### config.mk
export PLATFORM = sky130hd
export DESIGN_NAME = pwm_capture
export DESIGN_NICKNAME = d
export VERILOG_FILES = /design/src/rtl/pwm_pkg.sv /design/src/rtl/pwm_capture_sync2.sv /design/src/rtl/pwm_capture.sv
export SDC_FILE = /design/constraint.sdc
export NUM_CORES = 1
export LEC_CHECK = 0
export CORE_UTILIZATION = 35
export DETAILED_ROUTE_END_ITERATION = 10
export RECOVER_POWER = 100
export SETUP_SLACK_MARGIN = 0.05
export SLEW_MARGIN = 20
export SYNTH_ARGS = -nofsm -noshare
export SYNTH_HDL_FRONTEND = slang
export SYNTH_SLANG_ARGS = --single-unit
### constraint.sdc
create_clock -name clk -period 4.5 [get_ports clk]
set_input_delay 0.675 -clock clk [delete_from_list [all_inputs] [get_ports clk]]
set_output_delay 0.675 -clock clk [all_outputs]
set_load 0.01 [all_outputs]
### src/rtl/pwm_pkg.sv
// Shared definitions for the PWM capture block.
package pwm_pkg;

  // Default counter width, sized to the generator's 16-bit High/Low loads.
  localparam int PWM_CNT_W = 16;

  // Saturation value for the default counter width.
  localparam logic [PWM_CNT_W-1:0] PWM_CNT_SAT = '1;

  typedef enum logic [1:0] {
    IDLE      = 2'd0,
    MEAS_HIGH = 2'd1,
    MEAS_LOW  = 2'd2
  } pwm_state_e;

endpackage

### src/rtl/pwm_capture_sync2.sv
// Two-flop synchroniser for a single asynchronous input.
module sync2 (
  input  logic clk,
  input  logic rst_n,
  input  logic d,
  output logic q
);

  logic r_meta;
  logic r_sync;

  // Two back-to-back flops; the first may go metastable, the second settles it.
  always_ff @(posedge clk or negedge rst_n) begin
    if (!rst_n) begin
      r_meta <= 1'b0;
      r_sync <= 1'b0;
    end else begin
      r_meta <= d;
      r_sync <= r_meta;
    end
  end

  assign q = r_sync;

endmodule

### src/rtl/pwm_capture.sv
// Measures high/low phase lengths of an asynchronous PWM input in clk cycles.
module pwm_capture
  import pwm_pkg::*;
#(
  parameter int CNT_W = PWM_CNT_W
) (
  input  logic             clk,
  input  logic             rst_n,
  input  logic             pwm_in,
  input  logic             clear,
  output logic [CNT_W-1:0] high_width,
  output logic [CNT_W-1:0] low_width,
  output logic             valid,
  output logic             ovf
);

  localparam logic [CNT_W-1:0] CNT_SAT = '1;

  logic             w_s;
  logic             r_s_d;
  logic             w_rise;
  logic             w_fall;
  logic             w_edge;
  pwm_state_e       r_state;
  pwm_state_e       w_state_nxt;
  logic             w_latch_high;
  logic             w_capture;
  logic [CNT_W-1:0] r_cnt;
  logic [CNT_W-1:0] r_high_hold;
  logic [CNT_W-1:0] r_high_w;
  logic [CNT_W-1:0] r_low_w;
  logic             r_valid;
  logic             r_ovf;

  sync2 u_sync (
    .clk   (clk),
    .rst_n (rst_n),
    .d     (pwm_in),
    .q     (w_s)
  );

  // Delayed copy of the synchronised level for edge detection.
  always_ff @(posedge clk or negedge rst_n) begin
    if (!rst_n) r_s_d <= 1'b0;
    else        r_s_d <= w_s;
  end

  assign w_rise = w_s & ~r_s_d;
  assign w_fall = ~w_s & r_s_d;
  assign w_edge = w_s ^ r_s_d;

  // State register.
  always_ff @(posedge clk or negedge rst_n) begin
    if (!rst_n) r_state <= IDLE;
    else        r_state <= w_state_nxt;
  end

  // Next state plus the latch/capture strobes; clear beats any edge.
  always_comb begin
    w_state_nxt  = r_state;
    w_latch_high = 1'b0;
    w_capture    = 1'b0;
    if (clear) begin
      w_state_nxt = IDLE;
    end else begin
      case (r_state)
        IDLE: begin
          if (w_rise) w_state_nxt = MEAS_HIGH;
        end
        MEAS_HIGH: begin
          if (w_fall) begin
            w_state_nxt  = MEAS_LOW;
            w_latch_high = 1'b1;
          end
        end
        MEAS_LOW: begin
          if (w_rise) begin
            w_state_nxt = MEAS_HIGH;
            w_capture   = 1'b1;
          end
        end
        default: w_state_nxt = IDLE;
      endcase
    end
  end

  // Phase counter: reload 1 on any edge so it equals the ended phase length at the next edge.
  always_ff @(posedge clk or negedge rst_n) begin
    if (!rst_n)                r_cnt <= '0;
    else if (clear)            r_cnt <= '0;
    else if (w_edge)           r_cnt <= CNT_W'(1);
    else if (r_cnt != CNT_SAT) r_cnt <= r_cnt + CNT_W'(1);
  end

  // High phase held until the closing rise publishes both widths together.
  always_ff @(posedge clk or negedge rst_n) begin
    if (!rst_n) begin
      r_high_hold <= '0;
      r_high_w    <= '0;
      r_low_w     <= '0;
      r_valid     <= 1'b0;
    end else if (clear) begin
      r_high_hold <= '0;
      r_high_w    <= '0;
      r_low_w     <= '0;
      r_valid     <= 1'b0;
    end else begin
      r_valid <= w_capture;
      if (w_latch_high) r_high_hold <= r_cnt;
      if (w_capture) begin
        r_high_w <= r_high_hold;
        r_low_w  <= r_cnt;
      end
    end
  end

  // Sticky overflow; saturation while waiting in IDLE is not a measurement.
  always_ff @(posedge clk or negedge rst_n) begin
    if (!rst_n)                                    r_ovf <= 1'b0;
    else if (clear)                                r_ovf <= 1'b0;
    else if (r_state != IDLE && r_cnt == CNT_SAT)  r_ovf <= 1'b1;
  end

  assign high_width = r_high_w;
  assign low_width  = r_low_w;
  assign valid      = r_valid;
  assign ovf        = r_ovf;

endmodule

==> run_results.csv <==
group,metric,value,unit
outcome,outcome,"finished with violations",
outcome,violations,"capacitance limit, slew limit",
global_routing,grt_pass1_vias,2151,
placement,numPlacedInstances,392,
power,pwr-share-seq,0.519,
yosys,synth_fa_ha_area_frac,0.0125,
floorplan,io_pins,38,
critical_path,cp.arrival,3.56,ns
power,power_density,347,mW/mm^2
yosys,ys_top_cells_by_area,"dfrtp_1, a22o_1, nand2_1, a21oi_1, nand4_4",
yosys,synth_seq_cells,71,
placement,place_hpwl,4270,um
layout,fillCellCount,818,
power,finalPower,1.24,mW
critical_path,cp_max_fo,24,
yosys,async_flop_share,1.00,
sta,fin_worst_skew,0.00887,ns
yosys,synth_top_family_by_area,"compound AO/OA/AOI/OAI gates",
clocking,numClockSinks,71,
sta,tns,0,ns
critical_path,cp-startpoint,"clear",
yosys,synthFlopType,"dfrtp_1",
sta,fmax,0.305,GHz
placement,place_congestion,0.777,
global_routing,grt_pass1_wl,10700,um
critical_path,worst_setup_path_end_kind,"register",
sta,fin_crit,3.28,ns
detailed_routing,vias,2165,
clocking,clk_path_buf_depth,2,
clocking,holdBufCountCts,0,
layout,nets,305,
detailed_routing,wl_per_cell,15.6,um
floorplan,die_y,94.6,um
power,p_clk_frac,0.447,
critical_path,r2r_cells,5,
yosys,synth-compound-area-share,0.184,
layout,layout_commonest_cell,"dfrtp_1",
detailed_routing,drtPass1Iterations,4,
flow_run,maxCapViolations,1,
yosys,synth_edf_count,0,
sta,relSlewSlack,-0.216,
sta,setup_viol,0,
yosys,yosys.area.top_type,"dfrtp_1",
layout,synthToLayoutAreaGrowth,19.4,%
layout,finish.utilization,0.434,
clocking,clkTransAtPathRegs,0.08,ns
sta,worst_slack,1.22,ns
power,p_leak,1.68,nW
floorplan,die_x,94.6,um
yosys,ys_seq_area_frac,0.592,
critical_path,reg2reg_to,"r_high_hold[12]$_DFFE_PN0P_",
yosys,synth-simple-area-share,0.156,
sta,final_max_slew_viol_count,17,
worst_hold_path,hold-path-cell-count,0,
layout,final_cell_mix,"dfrtp_1, nand2_1, dlygate4sd3_1",
power,p_int,0.963,mW
yosys,synthMuxAreaShare,0.00667,
floorplan,coreArea,0.00826,sq mm
yosys,yosys_warnings,0,
global_routing,grt_overflow_total,0,
yosys,avgSynthCellArea,11.3,sq um
sta,period_share,0.730,
clocking,root_buffer,"clkbuf_8",
global_routing,antenna_found_initial,0,
sta,hold_viol_final,0,
worst_hold_path,holdCritStartpoint,"u_sync.r_meta$_DFF_PN0_",
critical_path,reg2reg_slack,1.89,ns
worst_hold_path,hold_class,"register to register",
worst_hold_path,hold_end,"u_sync.q$_DFF_PN0_",
detailed_routing,vias_per_cell,5.31,
clocking,cts_buffers,9,
floorplan,initial_core_util,0.363,
power,p_sw_frac,0.226,
yosys,yosys.area_share.xor_xnor,0,
yosys,synthCells,265,
yosys,synth_top_area_frac,0.592,
critical_path,critical_path_class,"input port to register",
clocking,clk_latency,0.34,ns
layout,layout.cells.non_filler,408,
power,p_switching,0.281,mW
placement,post-place-ws,1.50,ns
global_routing,grt_use_total,0.157,
clocking,h-tree-depth,3,
power,power_frac_comb,0.034,
clocking,cts_tree,"yes",
yosys,synth_cell_type_count,44,
detailed_routing,drt_wl_total,6360,um
floorplan,dieArea,0.00895,sq mm
yosys,syn_area,0.00300,sq mm
global_routing,grt_max_degree,57,
clocking,post_cts_buffers,0,
detailed_routing,drtIter0Drc,100,
critical_path,r2r-start,"u_sync.q$_DFF_PN0_",
layout,drive_above_1_share,0.0858,
critical_path,crit_required,4.78,ns
power,peakVddDrop,0.164,mV
clocking,ctsResizeCount,0,
detailed_routing,ant_nets,0,
critical_path,startpoint_type,"input port",
placement,place.port_buffers,37,
sta,worst_pin_slew,1.82,ns
yosys,synth_fp_nets,272,
layout,diodes,0,
floorplan,rows,33,
detailed_routing,post-route-drc-count,0,
sta,rsz0062_at_grt,"false",
[flip-flops by register name, indices dropped and copies added, names as in the netlist]
signal	cells
high_width	16
low_width	16
ovf	1
r_cnt	16
r_high_hold	16
r_s_d	1
r_state	2
u_sync.q	1
u_sync.r_meta	1
valid	1
[power groups by stage]
stage	Sequential, mW	Combinational (mW)	Clock, mW
after floorplan	0.658	0.0237	0
after global placement	0.659	0.0445	0
after detailed placement	0.659	0.0455	0
after CTS	0.646	0.0455	0.569
after global routing	0.647	0.0483	0.599
final	0.646	0.0419	0.556
[synthesized netlist by cell type (5+ instances only)]
master    count
a21oi_1      24
a22o_1       31
a31oi_1       6
buf_2         5
clkbuf_1      7
dfrtp_1      71
nand2_1      47
nor2_1        6
nor3_1        5
o21ai_0       7
[layout make-up]
| cell class | instances | area, sq um | share of cell area |
|---|---|---|---|
| Clock inverter | 7 | 95.1 | 0.0265 |
| Multi-Input combinational cell | 171 | 1060 | 0.295 |
| Clock buffer | 9 | 124 | 0.0346 |
| Tap cell | 105 | 131 | 0.0367 |
| Timing Repair Buffer | 41 | 384 | 0.107 |
| Inverter | 4 | 15.0 | 0.00419 |
| Sequential cell | 71 | 1780 | 0.496 |
[routing by layer]
| metal | routed length (um) | global-route usage |
|---|---|---|
| met2 | 2860 | 0.226 |
| met3 | 263 | 0.0459 |
| met1 | 3080 | 0.219 |
| met5 | 0 | 0 |
| met4 | 152 | 0.0682 |
[metrics by stage]
| stage | hold slack, ns | area [sq um] |
|---|---|---|
| global route | 0.361 | 3580 |
| floorplan | 0.331 | 3000 |
| finish | 0.353 | 3580 |
| detailed placement | 0.337 | 3410 |
| CTS | 0.232 | 3630 |
| global placement | 0.338 | 3410 |
[worst max-delay path by stage]
stage / end / slack, ns
6_report: low_width[10]$_DFFE_PN0P_ / 1.22
5_1_grt: low_width[9]$_DFFE_PN0P_ / 1.01
2_1_floorplan: r_cnt[0]$_DFFE_PN0P_ / 2.78
3_3_place_gp: low_width[10]$_DFFE_PN0P_ / 1.55
4_1_cts: low_width[9]$_DFFE_PN0P_ / 1.85
3_5_place_dp: high_width[11]$_DFFE_PN0P_ / 1.50
[logic make-up after synthesis]
kind of cell	after synthesis
simple gates	88
compound gates	78
flops	71
buf+inv	23
fa+ha+maj	3
mux	2
[worst max-delay path: stages]
cell,delay [ns]
dlygate4sd3_1,0.84
a31oi_1,1.07
clkbuf_1,0.71
a22o_2,0.26
Power figures use the tool's default switching activity.
